<file path="src/rtl/seg_scan_decoder_if.sv">
// Display-bus readback interface: the scanned segment/select lines going in,
// the reconstructed frame and fault pulses coming out.
interface seg_scan_decoder_if;
  logic [7:0]  seg;          // bit0=a .. bit6=g, bit7=dp
  logic [3:0]  an;           // one-hot digit select, an[0] = rightmost
  logic [15:0] digits;       // digits[4i+3:4i] = BCD of digit i
  logic [3:0]  dp;
  logic [3:0]  blank;
  logic        frame_valid;
  logic        code_err;
  logic        an_err;

  // Side that drives the display bus and consumes the decoded frame.
  modport master (
    output seg, an,
    input  digits, dp, blank, frame_valid, code_err, an_err
  );

  // The decoder itself.
  modport slave (
    input  seg, an,
    output digits, dp, blank, frame_valid, code_err, an_err
  );
endinterface

</file>
<file path="src/rtl/seg_scan_decoder.sv">
// Reconstructs what a multiplexed 4-digit 7-segment display shows.
// A pattern (select + segments) must hold for SETTLE consecutive edges before
// it is captured into a per-digit shadow; once every digit has been captured
// the shadow is published as one frame.
module seg_scan_decoder #(
  parameter int SETTLE = 4   // legal range 1..15
) (
  input  logic              clk,
  input  logic              rst,
  seg_scan_decoder_if.slave bus
);

  // Counter value seen on the edge that completes a SETTLE-long stable run.
  localparam logic [3:0] LP_CAP_CNT = 4'(SETTLE - 1);

  // Stability tracker state
  logic [3:0]  r_prev_an;
  logic [7:0]  r_prev_seg;
  logic [3:0]  r_cnt;
  logic        r_captured;

  // Frame assembly / output state
  logic [3:0]  r_seen;
  logic [15:0] r_digits;
  logic [3:0]  r_dp;
  logic [3:0]  r_blank;
  logic        r_frame_valid;
  logic        r_code_err;
  logic        r_an_err;

  logic        w_same;
  logic        w_an_multi;
  logic        w_an_onehot;
  logic        w_prev_onehot;
  logic        w_capture;
  logic        w_glyph_digit;
  logic        w_glyph_blank;
  logic [3:0]  w_glyph_bcd;
  logic [3:0]  w_seen_next;
  logic [15:0] w_sh_val;
  logic [3:0]  w_sh_dp;
  logic [3:0]  w_sh_blank;

  assign w_same        = ({bus.an, bus.seg} == {r_prev_an, r_prev_seg});
  assign w_an_multi    = (bus.an & (bus.an - 4'd1)) != 4'd0;
  assign w_an_onehot   = (bus.an != 4'd0) && !w_an_multi;
  assign w_prev_onehot = (r_prev_an != 4'd0) &&
                         ((r_prev_an & (r_prev_an - 4'd1)) == 4'd0);

  // The captured pattern is the registered copy: it was on the bus for the
  // SETTLE edges that ended with the previous one. The one-hot check matters
  // for SETTLE=1, where a zero count also follows an idle or multi-hot bus.
  assign w_capture = w_prev_onehot && (r_cnt == LP_CAP_CNT) && !r_captured;

  // Track how long the current one-hot pattern has been stable; saturate.
  always_ff @(posedge clk) begin
    if (rst) begin
      r_prev_an  <= 4'd0;
      r_prev_seg <= 8'd0;
      r_cnt      <= 4'd0;
      r_captured <= 1'b0;
    end else begin
      r_prev_an  <= bus.an;
      r_prev_seg <= bus.seg;
      if (w_same && w_an_onehot) begin
        r_cnt <= (r_cnt == 4'd15) ? r_cnt : r_cnt + 4'd1;
      end else begin
        r_cnt <= 4'd0;
      end
      // A new pattern re-arms capture even if the old one fires this edge.
      if (!w_same) begin
        r_captured <= 1'b0;
      end else if (w_capture) begin
        r_captured <= 1'b1;
      end
    end
  end

  // Decode the captured segment pattern into BCD / blank / illegal.
  always_comb begin
    w_glyph_digit = 1'b1;
    w_glyph_blank = 1'b0;
    w_glyph_bcd   = 4'd0;
    case (r_prev_seg[6:0])
      7'h3F: w_glyph_bcd = 4'd0;
      7'h06: w_glyph_bcd = 4'd1;
      7'h5B: w_glyph_bcd = 4'd2;
      7'h4F: w_glyph_bcd = 4'd3;
      7'h66: w_glyph_bcd = 4'd4;
      7'h6D: w_glyph_bcd = 4'd5;
      7'h7D: w_glyph_bcd = 4'd6;
      7'h07: w_glyph_bcd = 4'd7;
      7'h7F: w_glyph_bcd = 4'd8;
      7'h6F: w_glyph_bcd = 4'd9;
      7'h00: begin
        w_glyph_digit = 1'b0;
        w_glyph_blank = 1'b1;
      end
      default: w_glyph_digit = 1'b0;
    endcase
  end

  // Per-digit shadow registers; blank and illegal glyphs keep the old value
  // so the published digits always hold the last real number shown.
  for (genvar gi = 0; gi < 4; gi++) begin : g_digit
    logic [3:0] r_val;
    logic       r_sh_dp;
    logic       r_sh_blank;
    logic       w_hit;

    assign w_hit = w_capture && r_prev_an[gi];

    // Update this digit's shadow on its own capture.
    always_ff @(posedge clk) begin
      if (rst) begin
        r_val      <= 4'd0;
        r_sh_dp    <= 1'b0;
        r_sh_blank <= 1'b0;
      end else if (w_hit) begin
        if (w_glyph_digit) begin
          r_val      <= w_glyph_bcd;
          r_sh_blank <= 1'b0;
          r_sh_dp    <= r_prev_seg[7];
        end else if (w_glyph_blank) begin
          r_sh_blank <= 1'b1;
          r_sh_dp    <= r_prev_seg[7];
        end else begin
          r_sh_blank <= 1'b0;
        end
      end
    end

    assign w_sh_val[4*gi +: 4] = r_val;
    assign w_sh_dp[gi]         = r_sh_dp;
    assign w_sh_blank[gi]      = r_sh_blank;
  end

  // Seen mask: a full mask is published and cleared; a capture on the same
  // edge already belongs to the next frame.
  always_comb begin
    w_seen_next = r_seen;
    if (r_seen == 4'hF) begin
      w_seen_next = 4'h0;
    end
    if (w_capture && (w_glyph_digit || w_glyph_blank)) begin
      w_seen_next = w_seen_next | r_prev_an;
    end
  end

  // Frame publication and registered fault pulses.
  always_ff @(posedge clk) begin
    if (rst) begin
      r_seen        <= 4'h0;
      r_digits      <= 16'h0000;
      r_dp          <= 4'h0;
      r_blank       <= 4'hF;
      r_frame_valid <= 1'b0;
      r_code_err    <= 1'b0;
      r_an_err      <= 1'b0;
    end else begin
      r_seen        <= w_seen_next;
      r_frame_valid <= (r_seen == 4'hF);
      if (r_seen == 4'hF) begin
        r_digits <= w_sh_val;
        r_dp     <= w_sh_dp;
        r_blank  <= w_sh_blank;
      end
      r_code_err <= w_capture && !w_glyph_digit && !w_glyph_blank;
      r_an_err   <= w_an_multi;
    end
  end

  assign bus.digits      = r_digits;
  assign bus.dp          = r_dp;
  assign bus.blank       = r_blank;
  assign bus.frame_valid = r_frame_valid;
  assign bus.code_err    = r_code_err;
  assign bus.an_err      = r_an_err;

endmodule

</file>
<file path="src/flat_wrapper.sv">
// flat-port wrapper written by rule: the top's interface ports become plain ports
module seg_scan_decoder_flat 
#(
  parameter int SETTLE = 4                       
)
  (clk, rst, bus_seg, bus_an, bus_digits, bus_dp, bus_blank, bus_frame_valid, bus_code_err, bus_an_err);
  seg_scan_decoder_if bus_i ();
  input  logic clk;
  input  logic rst;
  input wire logic [$bits(bus_i.seg)-1:0] bus_seg;
  input wire logic [$bits(bus_i.an)-1:0] bus_an;
  output wire logic [$bits(bus_i.digits)-1:0] bus_digits;
  output wire logic [$bits(bus_i.dp)-1:0] bus_dp;
  output wire logic [$bits(bus_i.blank)-1:0] bus_blank;
  output wire logic [$bits(bus_i.frame_valid)-1:0] bus_frame_valid;
  output wire logic [$bits(bus_i.code_err)-1:0] bus_code_err;
  output wire logic [$bits(bus_i.an_err)-1:0] bus_an_err;
  assign bus_i.seg = bus_seg;
  assign bus_i.an = bus_an;
  assign bus_digits = bus_i.digits;
  assign bus_dp = bus_i.dp;
  assign bus_blank = bus_i.blank;
  assign bus_frame_valid = bus_i.frame_valid;
  assign bus_code_err = bus_i.code_err;
  assign bus_an_err = bus_i.an_err;
  seg_scan_decoder #(.SETTLE(SETTLE)) u_core (.clk(clk), .rst(rst), .bus(bus_i));
endmodule
</file>
<file path="config.mk">
export PLATFORM = sky130hd
export DESIGN_NAME = seg_scan_decoder_flat
export DESIGN_NICKNAME = d
export VERILOG_FILES = /design/src/rtl/seg_scan_decoder_if.sv /design/src/rtl/seg_scan_decoder.sv /design/src/flat_wrapper.sv
export SDC_FILE = /design/constraint.sdc
export NUM_CORES = 1
export LEC_CHECK = 0
export ABC_CLOCK_PERIOD_IN_PS = 5800
export CORE_MARGIN = 1
export CORE_UTILIZATION = 40
export DETAILED_ROUTE_END_ITERATION = 12
export GPL_ROUTABILITY_DRIVEN = 0
export PLACE_DENSITY = 0.6
export SYNTH_ARGS = -nofsm -noshare
export SYNTH_HDL_FRONTEND = slang
export SYNTH_SLANG_ARGS = --single-unit
</file>
<file path="constraint.sdc">
create_clock -name clk -period 5.8 [get_ports clk]
set_input_delay 1.45 -clock clk [delete_from_list [all_inputs] [get_ports clk]]
set_output_delay 1.45 -clock clk [all_outputs]
set_load 0.03 [all_outputs]
</file>
==> impl_metrics.csv, run 1 <==
group,metric,value,unit
logic_synthesis,synth-edff-count,0,
detailed_routing,drc,0,
logic_synthesis,netlist_area,2990,um^2
floorplan,dieWidth,88.4,um
status,status,"finished, final reports clean",
clock_tree,cts_buffer_depth,2,
job,cap_viol_max_count,0,
global_route,antenna_found_initial,0,
power_and_ir_drop,leakagePower,0.00125,uW
critical_path,worstPathArrival,3.19,ns
final_layout,diodes,0,
detailed_routing,vias,2392,
clock_tree,cts_inserted_buffers,9,
logic_synthesis,synthMostInstantiatedCell,"nand2_1",
critical_path,cp-end-kind,"flip-flop",
floorplan,start_util,0.412,
clock_tree,worstSkewPairLatency,0.35,ns
min_path,min_path_type,"reg -> reg",
critical_path,cp.required,6.02,ns
sta,worst_pin_slew,1.14,ns
critical_path,crit_chain,"buf_2, inv_1, o221ai_1, mux2i_1",
clock_tree,cts_tree,"built",
sta,slew_headroom,0.239,
logic_synthesis,avgSynthCellArea,8.58,um^2
clock_tree,root_buffer,"clkbuf_8",
final_layout,final-seq-area,1440,um^2
clock_tree,htreeDepth,3,
detailed_routing,antenna_left,0,
detailed_routing,viasPerCell,4.98,
logic_synthesis,synth_fp_nets,363,
sta,setup_ws,2.82,ns
place,place_hpwl,4.17,mm
sta,setup_viol,0,
sta,fin_crit,2.98,ns
sta,max_freq,0.336,GHz
logic_synthesis,ys_async_sr_fraction,0,
sta,final.setup_skew,0.00485,ns
detailed_routing,totalWireLength,6.06,mm
clock_tree,postCtsHoldBufs,0,
logic_synthesis,yosysSeqAreaShare,0.483,
logic_synthesis,yosysTopAreaCell,"dfxtp_1",
floorplan,die_h,88.4,um
floorplan,rows,31,
logic_synthesis,ys_dominant_reg_cell,"dfxtp_1",
final_layout,multi_input_area,1430,um^2
final_layout,area_growth,20.9,%
clock_tree,cts_setup_buffers,0,
final_layout,drive_above_1_share,0.0682,
clock_tree,cts.sinks,72,
critical_path,crit_type,"in -> reg",
place,portBuffers,40,
sta,maxSlewViolCount,0,
sta,holdWs,0.454,ns
critical_path,cpMaxStageDelayCell,"buf_2",
detailed_routing,first_pass_iters,4,
logic_synthesis,ys.warnings.count,0,
power_and_ir_drop,total_power,963,uW
global_route,grt_usage,0.171,
critical_path,crit_family,"buffers and inverters",
logic_synthesis,syn_inst,348,
final_layout,layout.nets,391,
global_route,grt-ovfl-total,0,
critical_path,cp_slowest_stage_delay,0.70,ns
power_and_ir_drop,ir_worst_vdd,0.000114,V
power_and_ir_drop,powerDensity,267,nW/um^2
final_layout,final_cell_count_no_fill,480,
sta,rsz0062_at_grt,"false",
logic_synthesis,yosys-top-cells-count,"83 x nand2_1, 72 x dfxtp_1, 33 x a21oi_1",
logic_synthesis,synth_cell_types,42,
floorplan,core,7250,um^2
sta,finalCritPeriodShare,0.513,
logic_synthesis,synth_top_cell_area_share,0.483,
floorplan,pin_count,41,
global_route,grt_first_pass_wirelength,10.1,mm
detailed_routing,drtIter0Drc,61,
logic_synthesis,synthTopCellsByArea,"dfxtp_1 48%, nand2_1 10%, mux2i_1 5.7%",
critical_path,worst_setup_path_start_kind,"primary input",
critical_path,crit_fanout,52,
place,place_ws,2.42,ns
final_layout,num-fill-cells,730,
sta,setup_tns,0,ns
place,dpl.cell_count,464,
clock_tree,post_cts_resized,0,
critical_path,crit_buf_inv,2,
sta,finalHoldViolCount,0,
global_route,grt_max_degree,53,
logic_synthesis,synth.ff_latch_count,72,
global_route,grt_pass1_vias,2175,
detailed_routing,wl_per_cell,12.6,um
floorplan,die-area,7820,um^2
clock_tree,clk_pin_slew,0.07,ns
[worst reg2reg max path, stage by stage (launching register included)]
cell and delay, ns:
dfxtp_1 0.39, ha_1 0.26, nor4b_1 0.65, nand4b_1 0.31
a21oi_2 0.30, mux2i_1 0.21
[stage by stage]
step	utilization	instance area, um^2
floorplan	-	2990
global placement	0.470	3410
detailed placement	0.470	3410
CTS	0.498	3610
global route	0.498	3610
finish	0.498	3610
[flip-flops by register name, summed over array words and instances (netlist names)]
| name | cells |
|---|---|
| u_core.r_cnt | 4 |
| u_core.g_digit.r_val | 16 |
| u_core.r_seen | 4 |
| u_core.g_digit.r_sh_blank | 4 |
| u_core.r_prev_seg | 8 |
| u_core.r_prev_an | 4 |
| u_core.bus.frame_valid | 1 |
| u_core.bus.dp | 4 |
| u_core.g_digit.r_sh_dp | 4 |
| u_core.bus.an_err | 1 |
| u_core.bus.blank | 4 |
| u_core.bus.code_err | 1 |
| u_core.r_captured | 1 |
| u_core.bus.digits | 16 |
[path summary, 6_finish.rpt]
check,startpoint,to,slack (ns),depth (start not counted)
setup / recovery,rst,u_core.g_digit[2].r_val[1]$_SDFFE_PP0P_,2.82,4
hold / removal,u_core.bus.digits[11]$_SDFFE_PP0P_,u_core.bus.digits[11]$_SDFFE_PP0P_,0.45,2
setup reg to reg,u_core.r_cnt[0]$_SDFFE_PP0P_,u_core.g_digit[1].r_val[1]$_SDFFE_PP0P_,3.61,5
hold reg to reg,u_core.bus.digits[11]$_SDFFE_PP0P_,u_core.bus.digits[11]$_SDFFE_PP0P_,0.45,2
[placed cells by master (no fill, tap or decap), types with 3 or more instances in the layout]
master	synthesis	routed
a21oi_1	33	33
a21oi_2	5	5
clkbuf_8	0	11
clkdlybuf4s50_1	0	39
dfxtp_1	72	72
inv_1	3	3
mux2i_1	17	17
nand2_1	83	83
nand2b_1	3	3
nand3_1	11	11
nand3b_1	4	4
nand4_1	3	3
nor2_1	14	14
nor2b_1	12	12
nor3_1	7	7
nor4_1	4	4
o21ai_0	10	10
or3_1	3	3
xor2_1	15	15
[layout make-up]
cell class              count  area share
inverters                   3     0.00312
flip-flops and latches     72       0.399
clock inverters             5      0.0152
well taps                  99      0.0343
clock buffers              11      0.0419
repair buffers             40       0.109
multi-input cells         250       0.397
[per-layer routing]
| metal | part of all wire | up-vias | wire, um | track usage |
|---|---|---|---|---|
| met1 | 0.50 | 1096 | 3020 | 0.229 |
| met4 | 0.028 | 0 | 167 | 0.101 |
| met3 | 0.028 | 15 | 169 | 0.0308 |
| met2 | 0.44 | 45 | 2690 | 0.257 |
| met5 | 0 | - | 0 | 0 |
| li1 | - | 1236 | - | - |
[power breakdown]
group / total, uW / switching [uW] / internal [uW] / leakage, uW
Combinational: 45.8 / 24.4 / 21.4 / 0.000567
Sequential: 509 / 10.3 / 499 / 0.000583
Clock: 408 / 188 / 221 / 0.000101
[kinds of logic (layout without fill, tap and decap cells)]
logic type | after synthesis | after routing | synth area share
and+or+nand+nor | 157 | 157 | 0.254
DFF | 72 | 72 | 0.483
AOI/OAI and AO/OA | 57 | 57 | 0.112
buffers and inverters | 26 | 59 | 0.0373
xor gates and xnor gates | 17 | 17 | 0.0499
muxes | 17 | 17 | 0.0570
adders and majority gates | 2 | 2 | 0.00754
Power figures use the tool's default switching activity.
==> run 2: changes to the inputs <==
- ABC_CLOCK_PERIOD_IN_PS: 5800 -> 2700
- PLACE_DENSITY: 0.6 -> 0.63
- clock period: 5.8 -> 2.7 ns (I/O delays scaled with it)
==> run 2 against run 1 <==
Compared with the run above:
- count of clock-buffer cells in the layout down 1
- highest routed layer unchanged
- critical path depth up 2
- first-iteration DRC count up 69%
- clock power up 110%
- the run now ends with design-rule violations left
- largest cell class unchanged
- sequential share of layout area down 0.40 points
- largest power group unchanged
- utilization up 0.50 points
==> impl_metrics.csv, run 2 (synthesis gave the netlist of run 1 again) <==
group,metric,value,unit
detailed_routing,wl_per_cell,12.3,um
clock_tree,worstSkewPairLatency,0.35,ns
floorplan,rows,31,
sta,maxSlewViolCount,0,
clock_tree,postCtsHoldBufs,0,
detailed_routing,first_pass_iters,8,
sta,holdWs,0.452,ns
global_route,grt_use_met3,0.0336,
final_layout,area_growth,22.2,%
sta,rsz0062_at_grt,"false",
sta,final.setup_skew,0.00867,ns
critical_path,rrSetupSlack,0.58,ns
detailed_routing,vias,2405,
sta,max_freq,0.471,GHz
critical_path,crit_type,"reg -> reg",
clock_tree,cts_setup_buffers,0,
sta,worst_pin_slew,0.792,ns
global_route,grtUsageMet1,0.219,
final_layout,drive_above_1_share,0.0803,
place,place_hpwl,4.26,mm
place,portBuffers,40,
clock_tree,cts_tree,"built",
critical_path,reg2regPathDepth,6,
detailed_routing,totalWireLength,5.97,mm
final_layout,layout_common_cells,"83 x nand2_1, 72 x dfxtp_1, 39 x clkdlybuf4s50_1",
clock_tree,cts.sinks,72,
global_route,use_met2,0.275,
critical_path,crit_fanout,6,
clock_tree,cts_inserted_buffers,9,
critical_path,cp.depth,6,
clock_tree,post_cts_resized,0,
global_route,gr-max-usage-layer,"met2",
floorplan,dieWidth,88.4,um
power_and_ir_drop,ir_worst_vdd,0.000238,V
min_path,min_path_type,"reg -> reg",
detailed_routing,drtIter0Drc,103,
global_route,grt_usage,0.172,
final_layout,diodes,0,
clock_tree,root_buffer,"clkbuf_8",
floorplan,pin_count,41,
critical_path,cpMaxStageDelayCell,"or4b_1",
final_layout,layout.nets,396,
clock_tree,clk_pin_slew,0.08,ns
floorplan,die-area,7820,um^2
global_route,grt-ovfl-total,0,
floorplan,die_h,88.4,um
clock_tree,htreeDepth,3,
final_layout,num-fill-cells,737,
sta,finalCritPeriodShare,0.787,
power_and_ir_drop,powerDensity,563,nW/um^2
power_and_ir_drop,leakagePower,0.00127,uW
critical_path,worst_setup_path_start_kind,"flip-flop",
critical_path,crit_buf_inv,0,
critical_path,crit_chain,"ha_1, or4b_1, nor3_2, nand3b_1, a21oi_2, mux2i_1",
sta,finalHoldViolCount,0,
floorplan,core,7250,um^2
global_route,grt_first_pass_wirelength,10.1,mm
detailed_routing,drc,2,
global_route,grt_pass1_vias,2229,
detailed_routing,antenna_left,0,
floorplan,start_util,0.412,
sta,setup_viol,0,
sta,fin_crit,2.12,ns
global_route,antenna_found_initial,0,
final_layout,layout_commonest_cell,"nand2_1",
critical_path,cp-end-kind,"flip-flop",
final_layout,final_cell_count_no_fill,485,
global_route,grt_max_degree,36,
place,dpl.cell_count,469,
status,status,"finished, violations left",
status,violations,"design-rule violations",
detailed_routing,viasPerCell,4.96,
sta,slew_headroom,0.472,
sta,setup_tns,0,ns
critical_path,cp.required,2.98,ns
final_layout,post-route-util,0.503,
job,cap_viol_max_count,0,
critical_path,cp_slowest_stage_delay,0.51,ns
critical_path,worstPathArrival,2.40,ns
min_path,holdPathStages,2,
critical_path,crit_family,"simple AND/OR/NAND/NOR gates",
clock_tree,cts_buffer_depth,2,
power_and_ir_drop,total_power,2060,uW
-- run 2: cell type report --
cell class                 instances  area (um^2)  area share
clock inverter                     6         67.6      0.0185
tap                               99          124      0.0340
inverter                           3         11.3     0.00309
timing repair buffer              45          433       0.119
multi-input combinational        250         1430       0.393
sequential                        72         1440       0.395
clock buffer                      10          138      0.0377
-- run 2: final timing paths --
kind	to	start
min	u_core.bus.digits[13]$_SDFFE_PP0P_	u_core.bus.digits[13]$_SDFFE_PP0P_
max reg2reg	u_core.g_digit[2].r_val[1]$_SDFFE_PP0P_	u_core.r_cnt[0]$_SDFFE_PP0P_
min reg2reg	u_core.bus.digits[13]$_SDFFE_PP0P_	u_core.bus.digits[13]$_SDFFE_PP0P_
max	u_core.g_digit[2].r_val[1]$_SDFFE_PP0P_	u_core.r_cnt[0]$_SDFFE_PP0P_
-- run 2: power by group --
part / leakage [uW] / switching [uW] / internal (uW)
logic: 0.000591 / 52.9 / 47.7
clock network: 0.0000989 / 406 / 454
registers: 0.000583 / 22.8 / 1070
-- run 2: metal layers --
metal | routed length (um) | vias up | share of wire
li1 | - | 1246 | -
met2 | 2760 | 48 | 0.46
met1 | 2870 | 1097 | 0.48
met5 | 0 | - | 0
met3 | 207 | 14 | 0.035
met4 | 133 | 0 | 0.022
-- run 2: metrics by stage --
| step | worst slack [ns] | area (um^2) |
|---|---|---|
| final | 0.575 | 3650 |
| after global routing | 0.385 | 3650 |
| after CTS | 0.546 | 3650 |
| after detailed placement | 0.384 | 3440 |
| after global placement | 0.459 | 3440 |
| after floorplan | 0.867 | 2990 |
-- run 2: worst register-to-register path, cell delays in order, from the launching register on --
cell      delay, ns
dfxtp_1        0.39
ha_1           0.26
or4b_1         0.51
nor3_2         0.21
nand3b_1       0.19
a21oi_2        0.28
mux2i_1        0.21
==> run 3: changes to the inputs <==
- ABC_CLOCK_PERIOD_IN_PS: 2700 -> 1950
- clock period: 2.7 -> 1.95 ns (I/O delays scaled with it)
==> run 3 against run 2 <==
Compared with the run above:
- die area did not move
- register-to-register slack got worse by 0.51 ns
- total power is 45% higher
- critical endpoint is now u_core.g_digit[3].r_val[3]$_SDFFE_PP0P_
- first-iteration DRC count is 15% lower
- the flow still finishes with violations (design-rule violations)
- sequential power up 39%
- largest power group unchanged
- largest cell class is now multi-input gates
- worst hold slack got worse by 0.0031 ns
- design area rose by 7.3%
- wire length up 6.7%
==> impl_metrics.csv, run 3 (synthesis gave the netlist of run 1 again) <==
group,metric,value,unit
status,status,"finished, violations left",
status,violations,"design-rule violations",
final_layout,num-fill-cells,728,
global_route,grt_max_degree,36,
clock_tree,cts_tree,"built",
critical_path,worst_setup_path_start_kind,"flip-flop",
clock_tree,cts_inserted_buffers,9,
place,placed_area,3590,um^2
power_and_ir_drop,leakagePower,0.00140,uW
sta,fin_crit,1.89,ns
floorplan,core,7250,um^2
final_layout,final-seq-area,1440,um^2
sta,setup_viol,0,
sta,max_freq,0.530,GHz
sta,final.setup_skew,0.0106,ns
critical_path,crit_fanout,4,
floorplan,dieWidth,88.4,um
detailed_routing,totalWireLength,6.37,mm
clock_tree,cts.sinks,72,
detailed_routing,wl_per_cell,12.6,um
critical_path,regToRegEndpoint,"u_core.g_digit[3].r_val[3]$_SDFFE_PP0P_",
global_route,grt_first_pass_wirelength,10.6,mm
critical_path,r2r-start,"u_core.r_cnt[0]$_SDFFE_PP0P_",
sta,slew_headroom,0.633,
sta,finalHoldViolCount,0,
global_route,grt-ovfl-total,0,
sta,worst_pin_slew,0.549,ns
critical_path,cp.required,2.23,ns
final_layout,diodes,0,
critical_path,reg2regPathDepth,6,
critical_path,crit_type,"reg -> reg",
floorplan,die-area,7820,um^2
detailed_routing,drc,2,
place,place_ws,-0.149,ns
critical_path,cpMaxStageDelayCell,"or4b_4",
global_route,grtUsageMet1,0.231,
critical_path,crit_chain,"ha_4, or4b_4, nor3_4, nand3b_1, a21oi_4, mux2i_1",
clock_tree,htreeDepth,3,
clock_tree,worstSkewPairLatency,0.35,ns
critical_path,worstPathArrival,2.16,ns
place,portBuffers,40,
final_layout,final_area,3920,um^2
final_layout,layout.nets,418,
global_route,gr-max-usage-layer,"met2",
job,cap_viol_max_count,0,
power_and_ir_drop,powerDensity,759,nW/um^2
final_layout,multi_input_area,1520,um^2
critical_path,cp-end-kind,"flip-flop",
sta,setup_ws,0.0623,ns
final_layout,area_growth,31.1,%
sta,rsz0062_at_grt,"true",
critical_path,cp_slowest_stage_delay,0.48,ns
global_route,antenna_found_initial,0,
final_layout,drive_above_1_share,0.162,
floorplan,rows,31,
critical_path,endpoint,"u_core.g_digit[3].r_val[3]$_SDFFE_PP0P_",
global_route,grt_usage,0.178,
critical_path,cp.depth,6,
power_and_ir_drop,ir_worst_vdd,0.000347,V
detailed_routing,vias,2450,
critical_path,crit_buf_inv,0,
critical_path,rrSetupSlack,0.06,ns
sta,finalCritPeriodShare,0.968,
min_path,min_path_type,"reg -> reg",
critical_path,setup.worst_path.start,"u_core.r_cnt[0]$_SDFFE_PP0P_",
clock_tree,postCtsHoldBufs,0,
critical_path,crit_family,"simple AND/OR/NAND/NOR gates",
clock_tree,cts_buffer_depth,2,
global_route,use_met2,0.291,
floorplan,pin_count,41,
clock_tree,root_buffer,"clkbuf_8",
min_path,min-delay-start,"u_core.g_digit[1].r_val[0]$_SDFFE_PP0P_",
detailed_routing,first_pass_iters,8,
detailed_routing,viasPerCell,4.83,
global_route,grt_use_met3,0.0429,
detailed_routing,antenna_left,0,
final_layout,layout_commonest_cell,"nand2_1",
global_route,grt_pass1_vias,2291,
sta,maxSlewViolCount,0,
sta,setup_tns,0,ns
floorplan,die_h,88.4,um
final_layout,layout_common_cells,"82 x nand2_1, 70 x dfxtp_1, 39 x clkdlybuf4s50_1",
floorplan,start_util,0.412,
clock_tree,clk_pin_slew,0.08,ns
detailed_routing,drtIter0Drc,88,
place,place_hpwl,4.53,mm
==> run 3: cell types whose count changed in the layout (fill, tap and decap cells not counted), moves of 2 or more <==
cell     before  now
dfxtp_1      72   70
dfxtp_2       0    2
a21oi_4       0    3
buf_4         5   26
nor2_2        0    2
a21oi_2       5    3
nor2_1       14   12
==> run 3: how the worst min path moves through the flow <==
stage                                                     to  slack (ns)  cells past startpoint
after floorplan           u_core.bus.digits[10]$_SDFFE_PP0P_        0.43                      2
after global placement        u_core.r_captured$_SDFFE_PP0P_        0.44                      2
after detailed placement      u_core.r_captured$_SDFFE_PP0P_        0.44                      2
after CTS                  u_core.bus.digits[4]$_SDFFE_PP0P_        0.45                      2
after global routing       u_core.bus.digits[4]$_SDFFE_PP0P_        0.48                      2
final                      u_core.bus.digits[4]$_SDFFE_PP0P_        0.45                      2
==> run 3: what timing repair did <==
| action | CTS | global route |
|---|---|---|
| buffers inserted | 0 | 2 |
| resized for setup | 2 | 18 |
| endpoints found under the setup margin | 4 | 20 |
| cloned | 0 | 0 |
| pin swaps | 0 | 3 |
==> run 3: report_power, final <==
group	switching (uW)	internal, uW	total [uW]
combinational	83.3	81.6	165
clock	574	722	1300
sequential	27.1	1480	1510
==> run 3: final cells by class <==
class / count / share of cell area
well taps: 99 / 0.0316
clock inverters: 7 / 0.0243
flip-flops and latches: 72 / 0.369
repair buffers: 67 / 0.154
inverters: 3 / 0.00288
multi-input cells: 250 / 0.387
clock buffers: 9 / 0.0316
==> run 3: worst reg2reg max path, stage by stage (launching register included) <==
cell and delay [ns]:
dfxtp_2 0.36, ha_4 0.14, or4b_4 0.48, nor3_4 0.21, nand3b_1 0.19, a21oi_4 0.23, mux2i_1 0.21
==> run 3: routing by layer <==
metal / routed length [um] / vias up / part of all wire
met2: 3020 / 43 / 0.47
met4: 87 / 0 / 0.014
met5: 0 / - / 0
met1: 3070 / 1112 / 0.48
li1: - / 1286 / -
met3: 190 / 9 / 0.030
==> run 3: per-stage QoR <==
stage	util	cells	hold WS (ns)	total power [uW]
after global placement	0.495	489	0.439	1710
after global routing	0.540	507	0.476	3090
after detailed placement	0.495	489	0.443	1710
after CTS	0.528	505	0.452	3000
final	0.540	507	0.449	2970
after floorplan	-	348	0.428	1640
